**src/rtl/vga_pkg.sv**
```systemverilog
// Shared constants, raster flag bundle and width helper for the VGA timing generator.
package vga_pkg;

  // 640x480@60 reference timing (25.175 MHz pixel clock).
  localparam int unsigned DefHSync   = 96;
  localparam int unsigned DefHBp     = 48;
  localparam int unsigned DefHActive = 640;
  localparam int unsigned DefHFp     = 16;
  localparam int unsigned DefVSync   = 2;
  localparam int unsigned DefVBp     = 33;
  localparam int unsigned DefVActive = 480;
  localparam int unsigned DefVFp     = 10;

  // Coordinate fields are carried at a fixed width so the struct can live here;
  // the top slices them down to the port width.
  localparam int unsigned CoordW = 12;

  // hsync/vsync are "inside the pulse" flags; polarity is applied at the output,
  // so an all-zero (reset) bundle is the idle raster state.
  typedef struct packed {
    logic              hsync;
    logic              vsync;
    logic              de;
    logic              line_start;
    logic              frame_start;
    logic              vblank_start;
    logic [CoordW-1:0] x;
    logic [CoordW-1:0] y;
  } raster_flags_t;

  // Bits needed to hold 0..n-1, never less than one.
  function automatic int unsigned width_of(input int unsigned n);
    return (n <= 1) ? 1 : $clog2(n);
  endfunction

endpackage

```
**src/rtl/vga_sync_delay.sv**
```systemverilog
// En-qualified shift register of raster flags; Depth 0 is a pass-through.
module vga_sync_delay
  import vga_pkg::*;
#(
  parameter int unsigned Depth = 1
) (
  input  logic          clk,
  input  logic          reset,
  input  logic          en,
  input  raster_flags_t d,
  output raster_flags_t q,
  // frame_start flag that the last stage will load on the next en edge
  output logic          tail_frame_start
);

  if (Depth == 0) begin : g_bypass
    logic unused_ctl;
    assign unused_ctl       = ^{clk, reset, en};
    assign q                = d;
    assign tail_frame_start = d.frame_start;
  end else begin : g_pipe
    raster_flags_t stage_q [Depth];

    // Advance all stages together on pixel-enable cycles only.
    always_ff @(posedge clk or negedge reset) begin
      if (!reset) begin
        for (int i = 0; i < Depth; i++) stage_q[i] <= '0;
      end else if (en) begin
        stage_q[0] <= d;
        for (int i = 1; i < Depth; i++) stage_q[i] <= stage_q[i-1];
      end
    end

    assign q = stage_q[Depth-1];

    if (Depth == 1) begin : g_tail_in
      assign tail_frame_start = d.frame_start;
    end else begin : g_tail_stage
      assign tail_frame_start = stage_q[Depth-2].frame_start;
    end
  end

endmodule

```
**src/rtl/vga_timing_gen.sv**
```systemverilog
// VGA raster timing generator: h/v counters, registered flags, alignment delay, strobes.
module vga_timing_gen
  import vga_pkg::*;
#(
  parameter int unsigned H_SYNC      = DefHSync,
  parameter int unsigned H_BP        = DefHBp,
  parameter int unsigned H_ACTIVE    = DefHActive,
  parameter int unsigned H_FP        = DefHFp,
  parameter int unsigned V_SYNC      = DefVSync,
  parameter int unsigned V_BP        = DefVBp,
  parameter int unsigned V_ACTIVE    = DefVActive,
  parameter int unsigned V_FP        = DefVFp,
  parameter logic        H_POL       = 1'b0,
  parameter logic        V_POL       = 1'b0,
  parameter int unsigned PIPE_DELAY  = 1,
  parameter int unsigned FRAME_CNT_W = 16
) (
  input  logic                             clk,
  input  logic                             reset,
  input  logic                             en,
  output logic                             hsync,
  output logic                             vsync,
  output logic                             de,
  output logic [width_of(H_ACTIVE)-1:0]    x,
  output logic [width_of(V_ACTIVE)-1:0]    y,
  output logic                             line_start,
  output logic                             frame_start,
  output logic                             vblank_start,
  output logic [FRAME_CNT_W-1:0]           frame_cnt
);

  localparam int unsigned HTotal     = H_SYNC + H_BP + H_ACTIVE + H_FP;
  localparam int unsigned VTotal     = V_SYNC + V_BP + V_ACTIVE + V_FP;
  localparam int unsigned HW         = width_of(HTotal);
  localparam int unsigned VW         = width_of(VTotal);
  localparam int unsigned XW         = width_of(H_ACTIVE);
  localparam int unsigned YW         = width_of(V_ACTIVE);
  localparam int unsigned HActBeg    = H_SYNC + H_BP;
  localparam int unsigned HActEnd    = HActBeg + H_ACTIVE;
  localparam int unsigned VActBeg    = V_SYNC + V_BP;
  localparam int unsigned VActEnd    = VActBeg + V_ACTIVE;

  if (PIPE_DELAY > 8 || H_SYNC == 0 || H_BP == 0 || H_ACTIVE == 0 || H_FP == 0 ||
      V_SYNC == 0 || V_BP == 0 || V_ACTIVE == 0 || V_FP == 0 || FRAME_CNT_W == 0 ||
      XW > CoordW || YW > CoordW) begin : g_param_check
    $error("vga_timing_gen: illegal timing parameters");
  end

  logic [HW-1:0]  h_q, h_d;
  logic [VW-1:0]  v_q, v_d;
  raster_flags_t  flags_d, flags_q, flags_out;
  logic           h_act, v_act;
  logic           en_q;
  logic           tail_frame_start;
  logic           frame_evt;
  logic [FRAME_CNT_W-1:0] frame_cnt_q;

  // Raster counters: h wraps every line, v steps on the last pixel of a line.
  always_comb begin
    h_d = h_q;
    v_d = v_q;
    if (h_q == HW'(HTotal - 1)) begin
      h_d = '0;
      v_d = (v_q == VW'(VTotal - 1)) ? '0 : v_q + 1'b1;
    end else begin
      h_d = h_q + 1'b1;
    end
  end

  // Decode flags and coordinates for the current counter position.
  always_comb begin
    flags_d              = '0;
    h_act                = (h_q >= HW'(HActBeg)) && (h_q < HW'(HActEnd));
    v_act                = (v_q >= VW'(VActBeg)) && (v_q < VW'(VActEnd));
    flags_d.hsync        = h_q < HW'(H_SYNC);
    flags_d.vsync        = v_q < VW'(V_SYNC);
    flags_d.de           = h_act && v_act;
    flags_d.line_start   = h_q == '0;
    flags_d.frame_start  = (h_q == '0) && (v_q == '0);
    flags_d.vblank_start = (h_q == '0) && (v_q == VW'(VActEnd));
    if (h_act && v_act) begin
      flags_d.x = CoordW'(h_q - HW'(HActBeg));
      flags_d.y = CoordW'(v_q - VW'(VActBeg));
    end
  end

  // Counter and first flag stage; en_q marks cycles right after the pipeline advanced.
  always_ff @(posedge clk or negedge reset) begin
    if (!reset) begin
      h_q     <= '0;
      v_q     <= '0;
      flags_q <= '0;
      en_q    <= 1'b0;
    end else begin
      en_q <= en;
      if (en) begin
        h_q     <= h_d;
        v_q     <= v_d;
        flags_q <= flags_d;
      end
    end
  end

  vga_sync_delay #(
    .Depth (PIPE_DELAY)
  ) u_sync_delay (
    .clk              (clk),
    .reset            (reset),
    .en               (en),
    .d                (flags_q),
    .q                (flags_out),
    .tail_frame_start (tail_frame_start)
  );

  // The frame flag about to land in the last stage, so the count moves with the strobe.
  assign frame_evt = (PIPE_DELAY == 0) ? flags_d.frame_start : tail_frame_start;

  // Frame counter, bumped on the edge that presents a new frame_start.
  always_ff @(posedge clk or negedge reset) begin
    if (!reset) begin
      frame_cnt_q <= '0;
    end else if (en && frame_evt) begin
      frame_cnt_q <= frame_cnt_q + 1'b1;
    end
  end

  logic unused_coord;
  assign unused_coord = ^{flags_out.x, flags_out.y};

  // Output stage: apply sync polarity and gate strobes to one clk per event.
  always_comb begin
    hsync        = flags_out.hsync ? H_POL : ~H_POL;
    vsync        = flags_out.vsync ? V_POL : ~V_POL;
    de           = flags_out.de;
    x            = flags_out.x[XW-1:0];
    y            = flags_out.y[YW-1:0];
    line_start   = flags_out.line_start & en_q;
    frame_start  = flags_out.frame_start & en_q;
    vblank_start = flags_out.vblank_start & en_q;
    frame_cnt    = frame_cnt_q;
  end

endmodule

```
**config.mk**
```make
export PLATFORM = sky130hd
export DESIGN_NAME = vga_timing_gen
export DESIGN_NICKNAME = d
export VERILOG_FILES = /design/src/rtl/vga_pkg.sv /design/src/rtl/vga_sync_delay.sv /design/src/rtl/vga_timing_gen.sv
export SDC_FILE = /design/constraint.sdc
export NUM_CORES = 1
export LEC_CHECK = 0
export CAP_MARGIN = 20
export CORE_ASPECT_RATIO = 1.75
export CORE_MARGIN = 1
export CORE_UTILIZATION = 60
export CTS_CLUSTER_SIZE = 14
export DETAILED_ROUTE_END_ITERATION = 6
export MAX_ROUTING_LAYER = met4
export PLACE_DENSITY = 0.93
export SLEW_MARGIN = 20
export SYNTH_ARGS = -nofsm -noshare
export SYNTH_HDL_FRONTEND = slang
export SYNTH_SLANG_ARGS = --single-unit
```
**constraint.sdc**
```tcl
create_clock -name clk -period 4.6 [get_ports clk]
set_input_delay 0.46 -clock clk [delete_from_list [all_inputs] [get_ports clk]]
set_output_delay 0.46 -clock clk [all_outputs]
set_load 0.02 [all_outputs]
```
==> results.md <==
* CP delay by family, top: compound AO/OA/AOI/OAI gates
* Syn Inst Count at 381
* Synthesized area at 4380 µm²
* Final wirelength at 9.23 mm
* Most common cell after layout, fill and taps aside: dfrtp_1
* Max_slew headroom at 25.3%
* Number of synthesized flops with an enable pin at 0
* Worst setup EP type: flop
* Vias in the first global route at 3121
* Diodes inserted at 0
* Initial antenna violation count at 0
* GPL Wtd Cong at 0.896
* Core Util, Final at 70.3%
* Ys async rst share at 100%
* Core Region at 6960 µm²
* Hold Violations, Final at 0
* Maximum vdd ir drop at 211 µV
* Remaining DRCs at 0
* Met1 wire length at 3.42 mm
* CP peak stage delay at 0.78 ns
* Area of the multi-input gates at 1800 µm²
* Slowest cell on crit path: a221o_1
* R2R setup slack at 1.97 ns
* Pin count of the biggest net entering global routing at 88
* Most frequent cells in the layout: 87 x dfrtp_1, 41 x clkdlybuf4s50_1, 28 x inv_1, 26 x xnor2_1
* Synth warnings at 0
* Max_cap viols at 0
* Worst hold-check path type: in2async
* Achievable Freq at 381 MHz
* Pleak at 2.17 nW
* Post-CTS Repair Setup Buffers at 0
* CTS tree: built
* Setup Viol. Count Final at 0
* RSZ-0062 raised after global routing: no
* Clock-pin slew on the worst setup and hold paths at 0.06 ns
* Final Max Tran Viols at 0
* Die area at 7660 µm²
* Via count at 3015
* Overall Global Routing Usage at 27.6%
* FF/Latch Area at 2180 µm²
* CTS sink cnt at 87
* CTS resizes at 0
* Worst r2r src: v_q[3]
* Max clock buf depth at 2
* Tcrit/Tclk final at 57.1%
* Synth-to-layout area growth at 11.6%
* WL met2 at 4.97 mm
* Synth cell types at 55
* R2R Path End: flags_q[0]
* Startpoint class of the critical path: flop
* Share of layout cells above drive strength 1 at 15.7%
* Dominant synthesized flop cell: dfrtp_1
* Worst-Skew Late Latency at 0.34 ns
* PD cells at 364 nW/µm²
* Initial Utilization at 63.0%
* Crit-path max FO at 20
* CTS H-tree lvls at 3
* Required time worst endpoint at 4.83 ns
* Highest Signal Layer: met4
* Initial DRT Pass Iterations at 4
* I/O pin cnt at 44
* Wire length on met3 at 473 µm
* Clock root buffer: clkbuf_16
* GRT Residual Overflow at 0
* Yosys reg bits at 87
* Buf/Inv on CP at 0
* First-pass GRT wire length at 15.2 mm
* Routed Antenna Nets at 0
* Worst Reg2Reg Path Length in Cells at 4
* Wire per inst at 19.3 µm
* Mapped Nets at 393
* Die width at 66.6 µm
* Run status: completed
* Worst Tran Pin Value at 1.12 ns
* CP cell instances: nor3_1 > nand3b_1 > a221o_1 > o32ai_2
* Critical path type: reg2reg
* Vias per inst at 6.29
* Drt initial violations at 276
* Setup TNS at 0 ns
* Port Buf Inserts at 43
* Fill count at 429
* Clock skew at 0.00522 ns
* CP arrival at 2.85 ns
* FP Rows at 40
* Nets at 405
* Cts hold-fix bufs at 0
* Final HPWL DP at 6.08 mm
* TritonCTS Buffers at 9
* Register area share after synthesis at 49.7%
* Minimum clock period at 2.63 ns
* Syn_area_per_cell at 11.5 µm²
* Die Y-Extent at 115 µm
-- area by class of cell --
class | instances | area share [%]
clock inverters | 2 | 0.717
inverters | 28 | 2.15
flip-flops and latches | 87 | 44.5
repair buffers | 44 | 8.88
clock buffers | 11 | 4.76
multi-input cells | 223 | 36.8
well taps | 84 | 2.15
-- metrics by stage --
step,hold slack (ns),cells,setup slack [ns],cell area (µm²),power (mW)
2_1_floorplan,0.164,381,2.73,4380,1.03
3_3_place_gp,0.462,466,2.20,4620,1.09
3_5_place_dp,0.463,466,2.13,4620,1.10
4_1_cts,0.358,479,2.01,4880,1.78
5_1_grt,0.242,479,1.87,4890,1.85
6_report,0.175,479,1.97,4890,1.78
-- registers in the layout, summed over array words and instances, names as in the netlist --
name,cells
h_q,10
v_q,10
frame_cnt,16
en_q,1
u_sync_delay.q,25
flags_q,25
-- worst max path at each step --
stage | startpoint | to | cells after the start
6_report | v_q[3] | flags_q[0] | 4
5_1_grt | v_q[2] | flags_q[0] | 4
4_1_cts | v_q[3] | flags_q[0] | 4
3_5_place_dp | en | v_q[1] | 5
3_3_place_gp | en | v_q[1] | 5
2_1_floorplan | h_q[5] | v_q[9] | 6
-- routing by layer --
metal / vias up / GRT usage [%]
met1: 1517 / 29.5
met2: 124 / 46.1
met5: - / -
li1: 1342 / -
met3: 32 / 6.45
met4: 0 / 14.3
-- synthesized netlist by cell type, types with 2 or more instances --
cell	number	area, µm²
dfrtp_1	87	2180
nor3b_1	2	15.0
buf_6	3	33.8
nand3b_1	2	15.0
a21o_1	2	15.0
o41ai_1	2	17.5
xor2_1	7	61.3
nor3_1	9	45.0
nand4_1	12	75.1
a21oi_1	6	30.0
ha_1	9	113
o2bb2ai_1	6	52.6
buf_2	3	15.0
nand3_1	8	40.0
nand2b_1	2	12.5
and2_1	4	25.0
inv_1	28	105
xnor2_1	26	228
clkbuf_1	6	22.5
nand2_1	25	93.8
mux2_2	25	282
and4_1	3	26.3
buf_4	30	225
nor4_1	2	12.5
o21ai_0	16	80.1
and3_1	4	25.0
o21a_1	3	22.5
nor2_1	8	30.0
o32ai_2	15	244
-- worst register-to-register path: cells and delay by family (launching register included) --
family           cells  cell delay (ns)
AO/OA/AOI/OAI        2             1.23
AND/OR/NAND/NOR      2             0.76
flip-flops           1             0.51
-- where the power goes --
part / internal, mW / switching [mW]
clock network: 0.411 / 0.272
registers: 0.799 / 0.0574
logic: 0.0912 / 0.148
-- cells by family (layout without fill, tap and decap cells) --
group | after synthesis | in the layout | synth area share, %
buf+inv | 71 | 85 | 9.25
xor+xnor | 33 | 33 | 6.60
flops | 87 | 87 | 49.7
simple gates | 91 | 91 | 11.9
mux | 26 | 26 | 6.65
compound gates | 64 | 64 | 13.3
fa+ha+maj | 9 | 9 | 2.57
Note: power is estimated with default switching activity, not from simulation.
